### src/rtl/pll_spi_arbiter.sv
// pll_spi_arbiter: round-robin arbiter between the PLL init sequencer (port 0)
// and the runtime register path (port 1), serialising one word per grant onto
// the PLL configuration SPI bus (MSB first, SCK idle low, MISO captured at the
// end of each SCK high phase).
module pll_spi_arbiter #(
  parameter int g_div       = 300,
  parameter int g_word_bits = 24
) (
  input  logic                   clk_i,
  input  logic                   rst_n_i,
  input  logic                   req0_i,
  input  logic [g_word_bits-1:0] data0_i,
  output logic                   ack0_o,
  input  logic                   req1_i,
  input  logic [g_word_bits-1:0] data1_i,
  output logic                   ack1_o,
  output logic [g_word_bits-1:0] rdata_o,
  output logic                   busy_o,
  output logic                   cs_n_o,
  output logic                   sck_o,
  output logic                   mosi_o,
  input  logic                   miso_i
);

  localparam int CW = (g_div > 1) ? $clog2(g_div) : 1;
  localparam int BW = $clog2(g_word_bits + 1);
  localparam logic [CW-1:0] CNT_LAST  = CW'(g_div - 1);
  localparam logic [BW-1:0] BITS_LAST = BW'(g_word_bits - 1);
  localparam logic [BW-1:0] BITS_ALL  = BW'(g_word_bits);

  typedef enum logic [2:0] {
    S_IDLE, S_SETUP, S_SCK_HI, S_SCK_LO, S_HOLD, S_ACK, S_GAP
  } state_t;

  state_t                 state, state_nxt;
  logic [CW-1:0]          cnt, cnt_nxt;
  logic [BW-1:0]          bits, bits_nxt;
  logic [g_word_bits-1:0] tx, tx_nxt;
  logic [g_word_bits-1:0] rx, rx_nxt;
  logic [g_word_bits-1:0] rdata_nxt;
  logic [g_word_bits-1:0] grant_word;
  logic                   last_grant, last_grant_nxt;
  logic                   grant;
  logic                   cs_n_nxt, sck_nxt, mosi_nxt;
  logic                   ack0_nxt, ack1_nxt, busy_nxt;
  logic                   phase_end;

  assign phase_end = (cnt == CNT_LAST);

  // Registers every piece of state, including all outputs, so the SPI pins are glitch-free.
  always_ff @(posedge clk_i) begin
    if (!rst_n_i) begin
      state      <= S_IDLE;
      cnt        <= '0;
      bits       <= '0;
      tx         <= '0;
      rx         <= '0;
      last_grant <= 1'b1;
      cs_n_o     <= 1'b1;
      sck_o      <= 1'b0;
      mosi_o     <= 1'b0;
      ack0_o     <= 1'b0;
      ack1_o     <= 1'b0;
      busy_o     <= 1'b0;
      rdata_o    <= '0;
    end else begin
      state      <= state_nxt;
      cnt        <= cnt_nxt;
      bits       <= bits_nxt;
      tx         <= tx_nxt;
      rx         <= rx_nxt;
      last_grant <= last_grant_nxt;
      cs_n_o     <= cs_n_nxt;
      sck_o      <= sck_nxt;
      mosi_o     <= mosi_nxt;
      ack0_o     <= ack0_nxt;
      ack1_o     <= ack1_nxt;
      busy_o     <= busy_nxt;
      rdata_o    <= rdata_nxt;
    end
  end

  // Arbitration, phase timing and shifting: computes the next value of every register.
  always_comb begin
    state_nxt      = state;
    cnt_nxt        = cnt;
    bits_nxt       = bits;
    tx_nxt         = tx;
    rx_nxt         = rx;
    rdata_nxt      = rdata_o;
    last_grant_nxt = last_grant;
    cs_n_nxt       = cs_n_o;
    sck_nxt        = sck_o;
    mosi_nxt       = mosi_o;
    ack0_nxt       = 1'b0;
    ack1_nxt       = 1'b0;
    busy_nxt       = busy_o;
    grant          = (req0_i && req1_i) ? ~last_grant : req1_i;
    grant_word     = grant ? data1_i : data0_i;

    case (state)
      S_IDLE: begin
        if (req0_i || req1_i) begin
          last_grant_nxt = grant;
          tx_nxt         = grant_word;
          mosi_nxt       = grant_word[g_word_bits-1];
          busy_nxt       = 1'b1;
          cs_n_nxt       = 1'b0;
          cnt_nxt        = '0;
          bits_nxt       = '0;
          state_nxt      = S_SETUP;
        end
      end
      S_SETUP: begin
        if (phase_end) begin
          cnt_nxt   = '0;
          sck_nxt   = 1'b1;
          state_nxt = S_SCK_HI;
        end else begin
          cnt_nxt = cnt + 1'b1;
        end
      end
      S_SCK_HI: begin
        if (phase_end) begin
          cnt_nxt   = '0;
          sck_nxt   = 1'b0;
          rx_nxt    = {rx[g_word_bits-2:0], miso_i};
          bits_nxt  = bits + 1'b1;
          // The final bit stays on MOSI through HOLD rather than shifting in a zero.
          if (bits != BITS_LAST) begin
            mosi_nxt = tx[g_word_bits-2];
            tx_nxt   = {tx[g_word_bits-2:0], 1'b0};
          end
          state_nxt = S_SCK_LO;
        end else begin
          cnt_nxt = cnt + 1'b1;
        end
      end
      S_SCK_LO: begin
        if (phase_end) begin
          cnt_nxt = '0;
          if (bits == BITS_ALL) begin
            state_nxt = S_HOLD;
          end else begin
            sck_nxt   = 1'b1;
            state_nxt = S_SCK_HI;
          end
        end else begin
          cnt_nxt = cnt + 1'b1;
        end
      end
      S_HOLD: begin
        if (phase_end) begin
          cnt_nxt   = '0;
          cs_n_nxt  = 1'b1;
          rdata_nxt = rx;
          ack0_nxt  = ~last_grant;
          ack1_nxt  = last_grant;
          state_nxt = S_ACK;
        end else begin
          cnt_nxt = cnt + 1'b1;
        end
      end
      S_ACK: begin
        cnt_nxt   = '0;
        state_nxt = S_GAP;
      end
      S_GAP: begin
        if (phase_end) begin
          cnt_nxt   = '0;
          busy_nxt  = 1'b0;
          state_nxt = S_IDLE;
        end else begin
          cnt_nxt = cnt + 1'b1;
        end
      end
      default: state_nxt = S_IDLE;
    endcase
  end

endmodule

### config.mk
export PLATFORM = sky130hd
export DESIGN_NAME = pll_spi_arbiter
export DESIGN_NICKNAME = d
export VERILOG_FILES = /design/src/rtl/pll_spi_arbiter.sv
export SDC_FILE = /design/constraint.sdc
export NUM_CORES = 1
export LEC_CHECK = 0
export CORE_MARGIN = 2
export CORE_UTILIZATION = 43
export CTS_CLUSTER_DIAMETER = 30
export DETAILED_ROUTE_END_ITERATION = 8
export PLACE_DENSITY = 0.69
export SLEW_MARGIN = 10
export SYNTH_ARGS = -nofsm -noshare
export SYNTH_HDL_FRONTEND = slang
export SYNTH_SLANG_ARGS = --single-unit
### constraint.sdc
create_clock -name clk_i -period 2.6 [get_ports clk_i]
set_clock_uncertainty 0.05 [all_clocks]
set_input_delay 0.26 -clock clk_i [delete_from_list [all_inputs] [get_ports clk_i]]
set_output_delay 0.26 -clock clk_i [all_outputs]
set_load 0.02 [all_outputs]
==> results_dict.tcl <==
set metrics [dict create \
    status "completed" \
    synth_warnings 0 \
    yosysUniqueCellTypes 54 \
    finalPower_uw 3020 \
    fp-row-count 36 \
    drc 0 \
    tightest_slew_ps 1010 \
    p_leak_uw 0.00192 \
    antenna_cells 0 \
    cp-start-kind "flip-flop" \
    maxCapViolCount 0 \
    cp_max_fo 25 \
    rsz0062_at_grt "false" \
    clock-sinks 95 \
    first_pass_iters 4 \
    antenna_found_initial 0 \
    area.growth.synth_to_final_pct 27.0 \
    grt_use_total_pct 19.3 \
    synth_seq_cells 95 \
    grt_pass1_wl_mm 16.3 \
    viasPerCell 5.47 \
    fin_crit_ps 2230 \
    avgSynthCellArea_um2 9.42 \
    clock_latency_ps 370 \
    end_kind "flip-flop" \
    hold_ws_ps 401 \
    cts_tree "yes" \
    pin_count 83 \
    cts_max_path_buffers 2 \
    drt-initial-drc-count 136 \
    p_per_area_mw_per_mm2 561 \
    worstPathRequired_ps 2870 \
    syn_inst 451 \
    maxSlewHeadroom_pct 32.8 \
    first_global_vias 3357 \
    vias 3636 \
    fmax_mhz 448 \
    start_util_pct 43.9 \
    fin_nets 584 \
    drive_above_1_share_pct 12.2 \
    cts_max_level 3 \
    regToRegSetupSlack_ps 370 \
    die_w_um 103 \
    finalHoldViolCount 0 \
    grt_overflow 0 \
    numCtsBuffers 9 \
    wirelength_mm 10.1 \
    finalMaxSlewViolations 0 \
    dominantRegCellSynth "dfxtp_1" \
    die_y_um 103 \
    period_share_pct 85.8 \
    async_flop_share_pct 0 \
    seq_area_frac_synth_pct 44.8 \
    wl_per_cell_um 15.2 \
    tns_ps 0 \
    detail-route-antenna-nets 0 \
    syn_area_mm2 0.00425 \
    arrival_ps 2500 \
    cts_root_buffer "clkbuf_8" \
    synth-edff-count 0 \
    cts_hold_buf 0 \
    peakVddDrop_v 0.000390 \
    dp.final_hpwl_mm 6.81 \
    io_buffers 82 \
    fillers 861 \
    core_area_mm2 0.00968 \
    synth_nets 508 \
    setup_viol 0 \
    clkSlewWorstSetupHoldPaths_ps 110 \
    postCtsSetupRepairBufs 0 \
    grt_start_max_net_pins 41 \
    worstSetupPathType "reg2reg" \
    dieArea_mm2 0.0107 \
    worstHoldPathType "reg2reg" \
    routabilityCongestion 0.819 \
    cts-resized-gates 0 \
]
==> cell type report <==
class	count	area [µm²]	share of cell area (%)
clock buffer	9	124	2.30
clock inverter	7	100	1.86
inverter	7	26.3	0.487
multi-input combinational	316	2130	39.6
sequential	95	1900	35.3
tap	133	166	3.09
timing repair buffer	98	941	17.4
==> flip-flops by register name, indices dropped and copies added, names as in the netlist <==
register and count:
bits 5, sck_o 1, last_grant 1, state 3, rx 24, cnt 9, cs_n_o 1, busy_o 1
rdata_o 24, tx 23, ack0_o 1, mosi_o 1, ack1_o 1
==> synth_stat cells (3+ instances only) <==
library cell / count / share of area [%]
buf_4: 3 / 0.53
o22ai_1: 8 / 1.2
nand3_1: 9 / 1.1
ha_1: 4 / 1.2
nor2_1: 13 / 1.1
buf_6: 7 / 1.9
o2bb2ai_2: 20 / 7.1
clkbuf_1: 14 / 1.2
o21ai_0: 6 / 0.71
dfxtp_1: 95 / 45
a21oi_1: 54 / 6.4
buf_2: 8 / 0.94
inv_1: 7 / 0.62
nand4_1: 4 / 0.59
a22o_1: 30 / 6.2
nor4_1: 3 / 0.44
nand2_1: 87 / 7.7
o2bb2ai_1: 27 / 5.6
nor2b_1: 4 / 0.59
nor3_1: 7 / 0.82
==> kinds of logic after synthesis <==
logic type,synth area share [%]
flops,44.8
buf+inv,5.27
fa+ha+maj,1.18
compound gates,31.5
simple gates,17.3
==> placed cells by master, fill, tap and decap left out, types with 6 or more instances in the layout <==
| cell type | count |
|---|---|
| dfxtp_1 | 95 |
| a22o_1 | 30 |
| o2bb2ai_2 | 20 |
| nand2_1 | 87 |
| o22ai_1 | 8 |
| nand3_1 | 9 |
| nor3_1 | 7 |
| clkdlybuf4s50_1 | 82 |
| inv_1 | 7 |
| clkbuf_8 | 9 |
| nor2_1 | 13 |
| o21ai_0 | 6 |
| o2bb2ai_1 | 27 |
| a21oi_1 | 54 |
| buf_4 | 16 |
==> final timing paths <==
check / cells after the start / endpoint / startpoint
worst min-delay path: 2 / cs_n_o / cs_n_o
worst min register to register: 2 / cs_n_o / cs_n_o
worst max register to register: 5 / rdata_o[15] / cnt[0]
worst max-delay path: 5 / rdata_o[15] / cnt[0]
==> routing by layer <==
| layer | vias to the layer above | track usage [%] | wire length, µm |
|---|---|---|---|
| met5 | - | 0 | 0 |
| li1 | 1829 | - | - |
| met1 | 1736 | 26.9 | 4750 |
| met4 | 0 | 6.28 | 165 |
| met2 | 57 | 28.9 | 4890 |
| met3 | 14 | 5.58 | 333 |
==> worst max-delay path, cell delays in order, from the launching register on <==
cell and delay (ps):
dfxtp_1 370, ha_1 260, and4bb_2 260, nand2_2 140
o31a_1 820, a22o_1 270
==> report_power, final <==
group	total [µW]	internal (µW)	switching, µW
registers	1560	1510	46.1
logic	410	204	205
clock network	1060	476	584
==> stage by stage <==
stage | instances | util, % | area (µm²) | worst slack (ps)
floorplan | 451 | - | 4250 | 694
global placement | 649 | 53.4 | 5170 | 393
detailed placement | 649 | 53.4 | 5170 | 323
CTS | 665 | 55.7 | 5390 | 325
global route | 665 | 55.7 | 5390 | 157
finish | 665 | 55.7 | 5390 | 369
Power figures use the tool's default switching activity.
